`config.mk`:
```
export PLATFORM = sky130hd
export DESIGN_NAME = bin2bcd_stream_flat
export DESIGN_NICKNAME = d
export VERILOG_FILES = /design/src/rtl/bin2bcd_stream_pkg.sv /design/src/rtl/bin2bcd_stream_if.sv /design/src/rtl/bin2bcd_stream_add3.sv /design/src/rtl/bin2bcd_stream.sv /design/src/flat_wrapper.sv
export SDC_FILE = /design/constraint.sdc
export NUM_CORES = 1
export LEC_CHECK = 0
export BUFFER_PORTS_ARGS = -buffer_cell sky130_fd_sc_hd__buf_2
export CORE_AREA = 2 2 61 63
export CTS_BUF_LIST = sky130_fd_sc_hd__clkbuf_16
export CTS_CLUSTER_DIAMETER = 50
export DETAILED_ROUTE_END_ITERATION = 7
export DIE_AREA = 0 0 63 65
export MAX_ROUTING_LAYER = met4
export PLACE_DENSITY = 0.76
export SLEW_MARGIN = 20
export SYNTH_ARGS = -nofsm -noshare
export SYNTH_HDL_FRONTEND = slang
export SYNTH_SLANG_ARGS = --single-unit
export TNS_END_PERCENT = 20
```
`constraint.sdc`:
```
create_clock -name clk -period 1.8 [get_ports clk]
set_input_delay 0.27 -clock clk [delete_from_list [all_inputs] [get_ports clk]]
set_output_delay 0.27 -clock clk [all_outputs]
set_load 0.01 [all_outputs]
```
`src/rtl/bin2bcd_stream_pkg.sv`:
```
// bcd_pkg: shared state encoding, digit width and the digit-count sizing helper for bin2bcd_stream.
package bcd_pkg;
  localparam int BCD_DIGIT_W = 4;
  typedef enum logic [1:0] {IDLE, CONV, DONE} state_t;
  // Decimal digits needed for the largest magnitude an input can carry.
  function automatic int min_digits(int bin_w, bit is_signed);
    longint unsigned v;
    int d;
    v = is_signed ? (64'd1 << (bin_w - 1)) : ((64'd1 << bin_w) - 64'd1);
    d = 1;
    while (v >= 64'd10) begin
      v = v / 64'd10;
      d++;
    end
    return d;
  endfunction
endpackage

```
`src/rtl/bin2bcd_stream_if.sv`:
```
// bin2bcd_stream_if: operand/result handshake bundle; out_neg exists only with BIN2BCD_SIGN_EN.
interface bin2bcd_stream_if import bcd_pkg::*; #(parameter int BIN_W = 8, parameter int DIGITS = 3);
  logic [BIN_W-1:0] in_data;
  logic in_valid;
  logic in_ready;
  logic [BCD_DIGIT_W*DIGITS-1:0] out_bcd;
  logic out_valid;
  logic out_ready;
`ifdef BIN2BCD_SIGN_EN
  logic out_neg;
  modport master (output in_data, in_valid, out_ready, input in_ready, out_bcd, out_valid, out_neg);
  modport slave (input in_data, in_valid, out_ready, output in_ready, out_bcd, out_valid, out_neg);
`else
  modport master (output in_data, in_valid, out_ready, input in_ready, out_bcd, out_valid);
  modport slave (input in_data, in_valid, out_ready, output in_ready, out_bcd, out_valid);
`endif
endinterface

```
`src/rtl/bin2bcd_stream_add3.sv`:
```
// bcd_add3: single-digit double-dabble correction, adds 3 to any digit of 5 or more.
module bcd_add3 import bcd_pkg::*; (
  input  logic [BCD_DIGIT_W-1:0] d_in,
  output logic [BCD_DIGIT_W-1:0] d_out
);
  always_comb d_out = d_in >= 4'd5 ? d_in + 4'd3 : d_in;
endmodule

```
`src/rtl/bin2bcd_stream.sv`:
```
// bin2bcd_stream: handshaked serial double-dabble converter, one bit per clock.
// Define BIN2BCD_SIGN_EN for two's complement input with a registered out_neg sign.
module bin2bcd_stream import bcd_pkg::*; #(
  parameter int BIN_W  = 8,
  parameter int DIGITS = 3
) (
  input logic clk,
  input logic rst,
  bin2bcd_stream_if.slave io
);
  localparam int ACC_W = BCD_DIGIT_W * DIGITS;
  localparam int CNT_W = $clog2(BIN_W + 1);
`ifdef BIN2BCD_SIGN_EN
  localparam bit SIGN_EN = 1'b1;
`else
  localparam bit SIGN_EN = 1'b0;
`endif
  if (BIN_W < 2 || BIN_W > 32 || DIGITS < min_digits(BIN_W, SIGN_EN)) begin : g_bad_cfg
    $error("bin2bcd_stream: DIGITS too small for BIN_W or BIN_W out of range");
  end
  state_t state_q, state_d;
  logic [BIN_W-1:0] sr_q, sr_d, mag;
  logic [ACC_W-1:0] acc_q, acc_d, adj, bcd_q, bcd_d;
  logic [CNT_W-1:0] cnt_q, cnt_d;
  logic valid_q, valid_d, accept, last;
  for (genvar i = 0; i < DIGITS; i++) begin : g_dig
    bcd_add3 u_add3 (.d_in(acc_q[BCD_DIGIT_W*i +: BCD_DIGIT_W]), .d_out(adj[BCD_DIGIT_W*i +: BCD_DIGIT_W]));
  end
  assign io.in_ready  = (state_q == IDLE) | ((state_q == DONE) & io.out_ready);
  assign io.out_bcd   = bcd_q;
  assign io.out_valid = valid_q;
  assign accept = io.in_valid & io.in_ready;
  assign last   = (state_q == CONV) && (cnt_q == CNT_W'(1));
`ifdef BIN2BCD_SIGN_EN
  logic sgn_q, sgn_d, neg_q, neg_d;
  // -(-2^(BIN_W-1)) wraps to the same bit pattern, which reads correctly as unsigned.
  assign mag = io.in_data[BIN_W-1] ? -io.in_data : io.in_data;
  assign io.out_neg = neg_q;
  always_comb begin
    sgn_d = accept ? io.in_data[BIN_W-1] : sgn_q;
    neg_d = last ? sgn_q : neg_q;
  end
  always_ff @(posedge clk or negedge rst) begin
    if (!rst) begin
      sgn_q <= 1'b0;
      neg_q <= 1'b0;
    end else begin
      sgn_q <= sgn_d;
      neg_q <= neg_d;
    end
  end
`else
  assign mag = io.in_data;
`endif
  always_comb begin
    state_d = state_q;
    sr_d    = sr_q;
    acc_d   = acc_q;
    cnt_d   = cnt_q;
    bcd_d   = bcd_q;
    valid_d = valid_q;
    if (state_q == CONV) begin
      acc_d   = ACC_W'({adj, sr_q[BIN_W-1]});
      sr_d    = sr_q << 1;
      cnt_d   = cnt_q - CNT_W'(1);
      state_d = last ? DONE : CONV;
      valid_d = last;
      bcd_d   = last ? ACC_W'({adj, sr_q[BIN_W-1]}) : bcd_q;
    end else if (accept) begin
      sr_d    = mag;
      acc_d   = '0;
      cnt_d   = CNT_W'(BIN_W);
      state_d = CONV;
      valid_d = 1'b0;
    end else if (state_q == DONE && io.out_ready) begin
      state_d = IDLE;
      valid_d = 1'b0;
    end
  end
  always_ff @(posedge clk or negedge rst) begin
    if (!rst) begin
      state_q <= IDLE;
      sr_q    <= '0;
      acc_q   <= '0;
      cnt_q   <= '0;
      bcd_q   <= '0;
      valid_q <= 1'b0;
    end else begin
      state_q <= state_d;
      sr_q    <= sr_d;
      acc_q   <= acc_d;
      cnt_q   <= cnt_d;
      bcd_q   <= bcd_d;
      valid_q <= valid_d;
    end
  end
endmodule

```
`src/flat_wrapper.sv`:
```
// flat-port wrapper written by rule: the top's interface ports become plain ports
module bin2bcd_stream_flat import bcd_pkg::*;
#(
  parameter int BIN_W  = 8,
  parameter int DIGITS = 3
)
  (clk, rst, io_in_data, io_in_valid, io_out_ready, io_in_ready, io_out_bcd, io_out_valid);
  bin2bcd_stream_if #(.BIN_W(BIN_W), .DIGITS(DIGITS)) io_i ();
  input logic clk;
  input logic rst;
  input wire logic [$bits(io_i.in_data)-1:0] io_in_data;
  input wire logic [$bits(io_i.in_valid)-1:0] io_in_valid;
  input wire logic [$bits(io_i.out_ready)-1:0] io_out_ready;
  output wire logic [$bits(io_i.in_ready)-1:0] io_in_ready;
  output wire logic [$bits(io_i.out_bcd)-1:0] io_out_bcd;
  output wire logic [$bits(io_i.out_valid)-1:0] io_out_valid;
  assign io_i.in_data = io_in_data;
  assign io_i.in_valid = io_in_valid;
  assign io_i.out_ready = io_out_ready;
  assign io_in_ready = io_i.in_ready;
  assign io_out_bcd = io_i.out_bcd;
  assign io_out_valid = io_i.out_valid;
  bin2bcd_stream #(.BIN_W(BIN_W), .DIGITS(DIGITS)) u_core (.clk(clk), .rst(rst), .io(io_i));
endmodule
```
==> flow_summary.toml <==
[floorplan]
core_area_mm2 = 0.003496
initial_utilization_pct = 52.93
die_area_mm2 = 0.004095
pin_count = 26
rows = 22
die_height_um = 65
die_x_um = 63

[timing]
fin_skew_ns = 0.007947
max_freq_ghz = 0.6038
slew_viol_final = 0
post-route-min-period_ns = 1.656
hold_violations = 0
tightest_slew_ns = 0.4694
whs_ns = 0.03405
finalCritPeriodShare_pct = 92.01
rsz0062_at_grt = "false"
relSlewSlack_pct = 68.71
fin_setup_tns_ns = 0
setup_violations = 0

[synth]
syn_area_mm2 = 0.001851
ys_seq_elements = 38
synth_area_per_cell_um2 = 11.08
synthDominantCellAreaShare_pct = 51.39
syn_nets = 187
yosysTopAreaCell = "dfrtp_1"
synth.area.top_cells = "dfrtp_1 51%, ha_1 5.4%, mux2_2 4.3%"
synth_warnings = 0
synth_cell_types = 31
syn_inst = 167
ys_seq_area_share_pct = 51.39

[final_layout]
nNetsFinal = 218
final_cells = 247
diodes = 0
drive_gt1_share_pct = 27.64
finalInstanceArea_mm2 = 0.002226
final_cell_mix = "38 x dfrtp_1, 25 x buf_2, 20 x nand2_1, 12 x a21oi_1, 10 x inv_1"
final_common_cell = "dfrtp_1"
syn2layout_area_growth_pct = 20.28

[critical_path]
worstPathArrival_ns = 1.82
cp_slowest_cell = "dfrtp_1"
crit_type = "flop to flop"
setup.reg_to_reg.worst_slack_ns = 0.14
cp.depth = 6
crit_required_ns = 1.96
r2r_end = "u_core.io.out_bcd[2]$_DFFE_PN0P_"
cpLargestDelayFamily = "flip-flops"
end_kind = "flop"
reg2reg_depth = 6
max_stage_delay_ns = 0.42
crit_path_end = "u_core.io.out_bcd[2]$_DFFE_PN0P_"
startpoint = "u_core.acc_q[0]$_DFFE_PN0P_"
r2r_start = "u_core.acc_q[0]$_DFFE_PN0P_"
worstPathCellList = "inv_1 -> ha_1 -> nand2b_1 -> a21oi_2 -> mux2i_1 -> mux2_2"
cp-start-kind = "flop"
crit_buf_inv = 1
path_max_fanout = 5

[drt]
drcViolationCount = 0
vias_per_cell = 5.563
wl_per_cell_um = 15.45
vias = 1374
postRouteAntennaNets = 0
routed_wirelength_um = 3817
drtIter0Drc = 65
drtPass1Iterations = 5

[clock_tree]
hold_buffers = 0
insertion_delay_ns = 0.28
cts_tree = "yes"
root_buffer = "clkbuf_16"
path_clk_slew_ns = 0.06
cts_made_buffers = 5
clock_path_buffers = 2
clock_sinks = 38
cts_setup_buffers = 0
htree_num_levels = 2
cts.repair.resized = 0

[power]
p_sw_mw = 1.564
pwr-share-comb_pct = 39.1
p_int_mw = 2.768
swShare_pct = 36.10
power.leakage_nw = 1.067
clock_power_share_pct = 25.8
ir_drop_mv = 0.9808
p_seq_share_pct = 35.1
power_density_mw_per_mm2 = 1946

[placement]
place_inst = 239
place_area_mm2 = 0.002037
port_buffers = 25
dp_hpwl_um = 2624
gp_congestion = 0.8164

[global_routing]
grt_pass1_wl_um = 6479
grt.total_usage_pct = 21.10
grt_pass1_vias = 1409
grt_max_degree = 39
antenna_found_initial = 0
grt.overflow.total = 0

[flow_run]
maxCapViolations = 0

[status]
outcome = "complete, no violations"

[min_path]
hold_class = "input pin to asynchronous set/reset pin"
==> how the worst min path moves through the flow <==
| stage | from | endpoint | depth (start not counted) |
|---|---|---|---|
| finish | rst | u_core.io.out_bcd[1]$_DFFE_PN0P_ | 2 |
| detailed placement | rst | u_core.io.out_bcd[3]$_DFFE_PN0P_ | 2 |
| global placement | rst | u_core.io.out_bcd[3]$_DFFE_PN0P_ | 2 |
| floorplan | rst | u_core.acc_q[0]$_DFFE_PN0P_ | 0 |
| global route | rst | u_core.io.out_bcd[1]$_DFFE_PN0P_ | 2 |
| CTS | rst | u_core.io.out_bcd[6]$_DFFE_PN0P_ | 2 |
==> power by group through the flow <==
stage | clock network, mW | registers [mW] | logic (mW)
floorplan | 0 | 1.51 | 1.18
global placement | 0 | 1.50 | 1.59
detailed placement | 0 | 1.53 | 1.68
CTS | 1.13 | 1.52 | 1.70
global route | 1.17 | 1.57 | 1.89
finish | 1.12 | 1.52 | 1.69
==> Yosys cell counts <==
library cell and count:
dfrtp_1 38, nand2_1 20, a21oi_1 12, inv_1 10, ha_1 8, a22oi_1 7
mux2_2 7, nor2_1 7, a22o_1 6, o21ai_0 6, buf_2 5, nand2b_1 5
nor3b_1 5, o31ai_1 4, xnor2_1 4, a32o_1 3, mux2i_1 3, o22ai_1 3
a21oi_2 2, a211oi_2 1, buf_4 1, buf_6 1, inv_2 1, nand3b_1 1
nand4bb_4 1, nor2_4 1, nor2b_1 1, nor2b_2 1, nor4_2 1, o22a_2 1
o22ai_2 1
==> final cells by class <==
type / count / area, µm²
well taps: 48 / 60.06
fillers: 301 / 1270
flip-flops and latches: 38 / 950.9
multi-input cells: 111 / 814.5
inverters: 11 / 41.29
repair buffers: 31 / 170.2
clock inverters: 3 / 63.81
clock buffers: 5 / 125.1
==> metrics by stage <==
stage	setup WS [ns]	power [mW]	utilization (%)
final	0.1439	4.332	63.67
after global routing	0.06285	4.630	63.67
after CTS	0.1610	4.351	63.67
after detailed placement	0.1680	3.207	58.27
after global placement	0.2328	3.090	58.27
after floorplan	0.3466	2.693	-
==> kinds of logic (layout without fill, tap and decap cells) <==
| family | Yosys count | after routing | synth area share, % |
|---|---|---|---|
| AOI/OAI and AO/OA | 46 | 46 | 17.65 |
| xor gates and xnor gates | 4 | 4 | 1.893 |
| adders and majority gates | 8 | 8 | 5.409 |
| buffers and inverters | 18 | 50 | 4.598 |
| DFF | 38 | 38 | 51.39 |
| muxes | 10 | 10 | 5.883 |
| and+or+nand+nor | 43 | 43 | 13.19 |
==> layer usage <==
layer | GRT usage [%] | wire length, µm
met5 | - | 0
met4 | 7.222 | 47
met3 | 5.556 | 189
met2 | 36.84 | 1988
met1 | 23.52 | 1592
==> registers in the layout, indices dropped and copies added, names as in the netlist <==
register             cells
u_core.acc_q            12
u_core.cnt_q             4
u_core.io.out_bcd       12
u_core.io.out_valid      1
u_core.sr_q              8
u_core.state_q           1
No activity file was read; power rests on OpenSTA's default activity.
